File: src/rtl/pam_transmitter.sv
// PAM-N transmitter: a 31-chip m-sequence preamble followed by a fixed-length frame of
// PAM symbols unpacked MSB-first from AXI-stream words, one DA sample per clock.
module pam_transmitter #(
    parameter int unsigned AD_CVER_WIDTH  = 12,
    parameter int unsigned PAM_ORDER      = 4,
    parameter int unsigned LENGTH_DATA    = 1024,
    parameter int unsigned LENTGRH_M_SEQ  = 31,
    parameter int unsigned WIDTH_AXI_DATA = 32
) (
    input  logic                          clk,
    input  logic                          arst_n,
    input  logic                          s_axi_tvalid,
    output logic                          s_axi_tready,
    input  logic [WIDTH_AXI_DATA/8-1:0]   s_axi_tkeep,
    input  logic [WIDTH_AXI_DATA-1:0]     s_axi_tdata,
    input  logic                          s_axi_tlast,
    output logic [AD_CVER_WIDTH-1:0]      da_send_data,
    output logic                          da_send_valid,
    output logic                          underrun,
    output logic                          frame_err
);

    localparam int unsigned BPS    = $clog2(PAM_ORDER);
    localparam int unsigned SPW    = WIDTH_AXI_DATA / BPS;
    localparam int unsigned NWORDS = LENGTH_DATA / SPW;
    localparam int unsigned SYM_W  = (SPW > 1) ? $clog2(SPW) : 1;
    localparam int unsigned WORD_W = (NWORDS > 1) ? $clog2(NWORDS) : 1;
    localparam int unsigned STEP   = ((2 ** AD_CVER_WIDTH) - 1) / (PAM_ORDER - 1);

    localparam logic [SYM_W-1:0]  LAST_SYM  = SYM_W'(SPW - 1);
    localparam logic [WORD_W-1:0] LAST_WORD = WORD_W'(NWORDS - 1);
    localparam logic [4:0]        LAST_CHIP = 5'(LENTGRH_M_SEQ - 1);
    localparam logic [4:0]        LFSR_SEED = 5'b11111;

    typedef enum logic [1:0] {StIdle, StPreamble, StData} state_e;

    state_e                    state_q, state_d;
    logic [4:0]                lfsr_q, lfsr_d;
    logic [4:0]                chip_cnt_q, chip_cnt_d;
    logic [SYM_W-1:0]          sym_cnt_q, sym_cnt_d;
    logic [WORD_W-1:0]         word_cnt_q, word_cnt_d;
    logic [WIDTH_AXI_DATA-1:0] shift_q, shift_d;
    logic [AD_CVER_WIDTH-1:0]  data_q, data_d;
    logic                      valid_q, valid_d;
    logic                      underrun_q, underrun_d;

    logic                      ready;
    logic                      accept;
    logic [WORD_W-1:0]         next_word;
    logic [WIDTH_AXI_DATA-1:0] word_in;
    logic [4:0]                lfsr_step;
    logic                      unused_tkeep;

    assign unused_tkeep = ^s_axi_tkeep;

    function automatic logic [AD_CVER_WIDTH-1:0] level(input logic [BPS-1:0] sym);
        return AD_CVER_WIDTH'(32'(sym) * STEP);
    endfunction

    // x^5 + x^3 + 1, chip taken from bit 0
    assign lfsr_step = {lfsr_q[3] ^ lfsr_q[0], lfsr_q[4:1]};

    always_comb begin
        ready = 1'b0;
        if (state_q == StPreamble && chip_cnt_q == LAST_CHIP) begin
            ready = 1'b1;
        end
        if (state_q == StData && sym_cnt_q == LAST_SYM && word_cnt_q != LAST_WORD) begin
            ready = 1'b1;
        end
        accept    = ready & s_axi_tvalid;
        next_word = (state_q == StData) ? word_cnt_q + WORD_W'(1) : '0;
        // A starved request still consumes a word slot, filled with level-0 symbols
        word_in   = s_axi_tvalid ? s_axi_tdata : '0;
    end

    always_comb begin
        state_d    = state_q;
        lfsr_d     = lfsr_q;
        chip_cnt_d = chip_cnt_q;
        sym_cnt_d  = sym_cnt_q;
        word_cnt_d = word_cnt_q;
        shift_d    = shift_q;
        data_d     = data_q;
        valid_d    = valid_q;
        underrun_d = underrun_q | (ready & ~s_axi_tvalid);

        case (state_q)
            StIdle: begin
                data_d  = '0;
                valid_d = 1'b0;
                if (s_axi_tvalid) begin
                    state_d    = StPreamble;
                    data_d     = lfsr_q[0] ? '1 : '0;
                    valid_d    = 1'b1;
                    lfsr_d     = lfsr_step;
                    chip_cnt_d = '0;
                end
            end
            StPreamble: begin
                if (chip_cnt_q == LAST_CHIP) begin
                    state_d    = StData;
                    lfsr_d     = LFSR_SEED;
                    data_d     = level(word_in[WIDTH_AXI_DATA-1 -: BPS]);
                    shift_d    = word_in << BPS;
                    sym_cnt_d  = '0;
                    word_cnt_d = next_word;
                end else begin
                    data_d     = lfsr_q[0] ? '1 : '0;
                    lfsr_d     = lfsr_step;
                    chip_cnt_d = chip_cnt_q + 5'd1;
                end
            end
            StData: begin
                if (sym_cnt_q == LAST_SYM) begin
                    if (word_cnt_q == LAST_WORD) begin
                        state_d    = StIdle;
                        data_d     = '0;
                        valid_d    = 1'b0;
                        lfsr_d     = LFSR_SEED;
                        chip_cnt_d = '0;
                        sym_cnt_d  = '0;
                        word_cnt_d = '0;
                    end else begin
                        data_d     = level(word_in[WIDTH_AXI_DATA-1 -: BPS]);
                        shift_d    = word_in << BPS;
                        sym_cnt_d  = '0;
                        word_cnt_d = next_word;
                    end
                end else begin
                    data_d    = level(shift_q[WIDTH_AXI_DATA-1 -: BPS]);
                    shift_d   = shift_q << BPS;
                    sym_cnt_d = sym_cnt_q + SYM_W'(1);
                end
            end
            default: begin
                state_d = StIdle;
            end
        endcase
    end

    always_ff @(posedge clk or negedge arst_n) begin
        if (!arst_n) begin
            state_q    <= StIdle;
            lfsr_q     <= LFSR_SEED;
            chip_cnt_q <= '0;
            sym_cnt_q  <= '0;
            word_cnt_q <= '0;
            shift_q    <= '0;
            data_q     <= '0;
            valid_q    <= 1'b0;
            underrun_q <= 1'b0;
        end else begin
            state_q    <= state_d;
            lfsr_q     <= lfsr_d;
            chip_cnt_q <= chip_cnt_d;
            sym_cnt_q  <= sym_cnt_d;
            word_cnt_q <= word_cnt_d;
            shift_q    <= shift_d;
            data_q     <= data_d;
            valid_q    <= valid_d;
            underrun_q <= underrun_d;
        end
    end

    assign s_axi_tready  = ready;
    assign frame_err     = accept & (s_axi_tlast != (next_word == LAST_WORD));
    assign da_send_data  = data_q;
    assign da_send_valid = valid_q;
    assign underrun      = underrun_q;

endmodule

File: config.mk
export PLATFORM = sky130hd
export DESIGN_NAME = pam_transmitter
export DESIGN_NICKNAME = d
export VERILOG_FILES = /design/src/rtl/pam_transmitter.sv
export SDC_FILE = /design/constraint.sdc
export NUM_CORES = 1
export LEC_CHECK = 0
export ABC_AREA = 1
export ABC_CLOCK_PERIOD_IN_PS = 3860
export BUFFER_PORTS_ARGS = -buffer_cell sky130_fd_sc_hd__buf_2
export CAP_MARGIN = 10
export CORE_MARGIN = 1
export CORE_UTILIZATION = 45
export DETAILED_ROUTE_END_ITERATION = 10
export GPL_TIMING_DRIVEN = 0
export MAX_ROUTING_LAYER = met4
export PLACE_DENSITY = 0.66
export SYNTH_ARGS = -nofsm -noshare
export SYNTH_HDL_FRONTEND = slang
export SYNTH_SLANG_ARGS = --single-unit
File: constraint.sdc
create_clock -name clk -period 3.86 [get_ports clk]
set_input_delay 0.386 -clock clk [delete_from_list [all_inputs] [get_ports clk]]
set_output_delay 0.386 -clock clk [all_outputs]
set_load 0.01 [all_outputs]
# Word level (Yosys, flattened, before mapping)
# Cells that the tools add are included.
dict set report classes {
  add_sub_neg 3
  mul 2
  n_eq_ne 14
  muxes 40
  bitwise 6
  reduce_logical 14
}
# operator n
set op_table {}
lappend op_table {{$mux W32} 4}
lappend op_table {{$pmux W32 S2} 1}
lappend op_table {{$mux W12} 5}
lappend op_table {{$mux W5} 8}
lappend op_table {{$pmux W12 S3} 1}
lappend op_table {{$pmux W5 S3} 2}
lappend op_table {{$mul A2 B11 Y12 const B} 2}
lappend op_table {{$mux W6} 4}
lappend op_table {{$eq A6 B6 Y1 const B} 2}
lappend op_table {{$pmux W6 S2} 1}
lappend op_table {{$reduce_and A3 Y1} 3}
lappend op_table {{$mux W2} 4}
lappend op_table {{$mux W4} 2}
lappend op_table {{$pmux W4 S2} 1}
lappend op_table {{$reduce_and A4 Y1} 2}
lappend op_table {{$add A6 B1 Y6 const B} 1}
lappend op_table {{$ne A2 B1 Y1 const B} 3}
lappend op_table {{$ne A6 B6 Y1 const B} 1}
lappend op_table {{$pmux W2 S3} 1}
lappend op_table {{$add A5 B1 Y5 const B} 1}
lappend op_table {{$eq A5 B5 Y1 const B} 1}
lappend op_table {{$mux W1} 5}
lappend op_table {{$reduce_and A5 Y1} 1}
lappend op_table {{$add A4 B1 Y4 const B} 1}
lappend op_table {{other kinds (16)} 22}
dict set report word_totals {
  reg_bits 68
  in_bits 40
  output_inout_bits 16
  wordCells 88
}

# Depth between registers and ports, before layout
dict set report logic_depth {
  word_depth 6
  mapped_depth 11
}

# Worst setup path after synthesis
# OpenSTA, ideal clock, no wires.
dict set report synth_path {
  path_kind {register to output}
  from {register state_q[0]}
  to {output frame_err}
  arrival_ns 1.553
  required_ns 3.474
  path_slack_ns 1.921
  path_stages_with_launch 10
  path_buffers 1
  cell_sequence {dfrtp_1 > inv_1 > ha_1 > clkbuf_8 > inv_1 > nor2_1 > a21oi_1 > nor2_1 > nand2_1 > nor2_1}
}
dict set report synth_via {
  elab_chain_len 6
  elab_cells_between_ends 12
  classes_between {eq/ne (4); mux (3); bitwise (2); reduce/logical (3)}
}
# element line_no
set synth_lines {}
lappend synth_lines {{from (decl)} 37} ;# state_e state_q, state_d;
lappend synth_lines {{from (signal assigned)} 144} ;# state_q <= StIdle;
lappend synth_lines {{from (signal assigned)} 154} ;# state_q <= state_d;
lappend synth_lines {{parallel branches: the longest is 5 deep, another holds $mux W6} --}
lappend synth_lines {{$and A1 B1 Y1 (*)} 167} ;# assign frame_err = accept & (s_axi_tlast != (next_word == LAST_WORD));
lappend synth_lines {{to (decl)} 20} ;# output logic frame_err
# Mark *: on every way between the ends.

# Worst setup path after layout
# Same ends and word-level chain as after synthesis.

==> flow_summary_export.csv <==
group,metric,value,unit
placed_design,gp_congestion,0.8072,
global_routing,grt.overflow.total,0,
die,die_area,7641,um^2
power_and_ir_drop,max-vdd-ir-drop,0.3837,mV
clock_tree,insertion_delay,310,ps
outcome,status,"completed",
routing,drcViolationCount,0,
logic_synthesis,synth_compound_area_frac,0.1944,
hold_path,hp-class,"input pin to asynchronous set/reset pin",
critical_path,ff2ff_setup_slack,2010,ps
clock_tree,hold_buffers,0,
logic_synthesis,ys.flop_type,"dfrtp_1",
logic_synthesis,async_reset_ff_frac,1.000,
critical_path,start_kind,"flop",
global_routing,grt_pass1_wl,11.45,mm
routing,drtIter0Drc,84,
sta,skew,12.07,ps
logic_synthesis,yosysTopAreaCell,"dfrtp_1",
layout,nNetsFinal,473,
clock_tree,cts_tree,"yes",
critical_path,crit_chain,"inv_1 > ha_1 > clkbuf_8 > inv_1 > nor2_1 > a21oi_1 > nor2_1 > nand2_1 > nor2_1 > buf_2",
logic_synthesis,syn_area_per_cell,8.995,um^2
critical_path,worstSetupPathType,"flop to output pin",
logic_synthesis,ys_seq_area_frac,0.4287,
logic_synthesis,synth-seq-cells,56,
clock_tree,clkTransAtPathRegs,110,ps
critical_path,crit_path_end,"frame_err",
critical_path,worstReg2RegStart,"state_q[1]",
die,die_y,87.42,um
sta,finalSetupViolations,0,
flow_run,drv_cap,0,
critical_path,crit_family,"buffers and inverters",
logic_synthesis,syn-cell-area,3283,um^2
sta,tns,0,ps
clock_tree,cts-resized-gates,0,
global_routing,grt_max_degree,34,
critical_path,crit_cells,10,
routing,detailroute.via_count,2635,
global_routing,grt_pass1_vias,2575,
logic_synthesis,synthCells,365,
critical_path,crit_top_cell,"nor2_1",
die,io_pins,56,
logic_synthesis,synth_edf_count,0,
critical_path,rr_endpoint,"shift_q[19]",
routing,drt-total-wl,6.626,mm
sta,post-route-period-util,0.6628,
placed_design,numPortBuffers,51,
placed_design,hpwl,4.986,mm
sta,drv_slew,0,
critical_path,slowest_delay,410,ps
logic_synthesis,synth_xor_area_frac,0.008003,
routing,drt-vias-per-instance,5.058,
die,core_region_area,6907,um^2
logic_synthesis,synth.area.top_cells,"dfrtp_1 39%, nand2_1 11%, o21ai_2 8.3%, a22oi_1 6.4%, dfstp_2 4.0%",
sta,fin_crit,2558,ps
die,die_x,87.42,um
logic_synthesis,synth_top_family_by_area,"simple AND/OR/NAND/NOR gates",
clock_tree,cts_buffers,5,
critical_path,critPathLaunch,"state_q[0]",
layout,layout-drive-gt1-share,0.3482,
clock_tree,cts_buffer_depth,2,
critical_path,r2r_cells,9,
clock_tree,cts.htree.levels,2,
routing,postRouteAntennaNets,0,
sta,hold_slack,145.9,ps
logic_synthesis,yosys.area_share.simple,0.2401,
sta,max_freq,390.9,MHz
logic_synthesis,synth_nets,414,
critical_path,worst-path-max-fanout,10,
global_routing,antenna_found_initial,0,
logic_synthesis,yosys_warnings,0,
logic_synthesis,synth-adder-area-share,0.03430,
die,fp-row-count,30,
layout,areaGrowthSynthToFinish,15.13,%
clock_tree,root_buffer,"clkbuf_8",
sta,hold_violations,0,
power_and_ir_drop,total_power,2.722,mW
critical_path,cp.required,3470,ps
routing,dr.pass1.iters,4,
clock_tree,post_cts_buffers,0,
critical_path,cp.arrival,2170,ps
sta,tightest_slew,787.5,ps
layout,fill_cells,670,
logic_synthesis,synthMostInstantiatedCell,"nand2_1",
global_routing,grt_usage,0.1937,
critical_path,slowest_stage,"dfrtp_1",
placed_design,placement.cell_area,3679,um^2
logic_synthesis,synth_common_cells,"99 x nand2_1, 51 x dfrtp_1, 31 x o21ai_2",
clock_tree,cts.sinks,56,
layout,fin_area,3780,um^2
logic_synthesis,synth_top_cell_area_share,0.3887,
die,initial_utilization,0.4754,
logic_synthesis,synth_mux_area_frac,0,
routing,wl_per_cell,12.72,um
layout,antenna_cells,0,
critical_path,worstSetupEndpointType,"output pin",
critical_path,worstPathBufferInverterCount,4,
logic_synthesis,synth_cell_types,38,
power_and_ir_drop,power_leakage,1.841,nW
layout,fin_util,0.5473,
sta,rsz0062_at_grt,"false",
power_and_ir_drop,pwr_density_cell,720.3,nW/um^2
sta,slew_headroom,0.4750,
-- stage by stage --
stage,setup WS [ps],cells
after global routing,1074,521
after CTS,1270,521
after floorplan,1921,365
after global placement,1611,512
final,1302,521
after detailed placement,1624,513
-- how the worst min path moves through the flow --
stage               startpoint               to
CTS                     arst_n      shift_q[23]
global route            arst_n      shift_q[30]
finish                  arst_n  da_send_data[9]
detailed placement   lfsr_q[2]        lfsr_q[2]
floorplan               arst_n    chip_cnt_q[0]
global placement      underrun         underrun
-- cell families after synthesis --
| kind of cell | after synthesis |
|---|---|
| AND/OR/NAND/NOR | 159 |
| AO/OA/AOI/OAI | 87 |
| flip-flops | 56 |
| buffers and inverters | 51 |
| adder cells (fa/ha/maj) | 9 |
| XOR/XNOR | 3 |
-- placed cells by master, fill, tap and decap left out, drive strengths merged, types with 3 or more instances in the layout --
cell type  instances
o21ai             47
a22oi             28
nand2            106
dfrtp             51
ha                 9
dfstp              5
nand3             17
clkbuf             7
nand3b             3
xor2               3
buf               74
a21oi              8
inv               28
or2                4
nor2              26
-- routing by layer --
metal	track usage	part of all wire
met1	0.2420	0.46
met2	0.3338	0.49
met3	0.03128	0.042
met4	0.03577	0.0044
met5	-	0
-- flip-flops by register name (all words and copies together), names as in the netlist --
| register | count |
|---|---|
| underrun | 1 |
| lfsr_q | 5 |
| chip_cnt_q | 5 |
| word_cnt_q | 6 |
| da_send_data | 2 |
| da_send_valid | 1 |
| state_q | 2 |
| shift_q | 30 |
| sym_cnt_q | 4 |
-- power by group --
group / total [mW] / internal, mW / leakage [nW] / switching, mW
clock: 0.355 / 0.151 / 0.0493 / 0.204
sequential: 0.919 / 0.788 / 0.725 / 0.132
combinational: 1.45 / 0.565 / 1.07 / 0.883
-- area by class of cell --
class                           count  area (um^2)  share of cell area
Buffer                             23        192.7             0.05098
Sequential cell                    56         1408              0.3724
Inverter                           28        117.6             0.03112
Timing Repair Buffer               52        275.3             0.07282
Tap cell                           96        120.1             0.03178
Multi-Input combinational cell    258         1565              0.4141
Clock inverter                      2        18.77            0.004965
Clock buffer                        6        82.58             0.02185
Note: power is estimated with default switching activity, not from simulation.
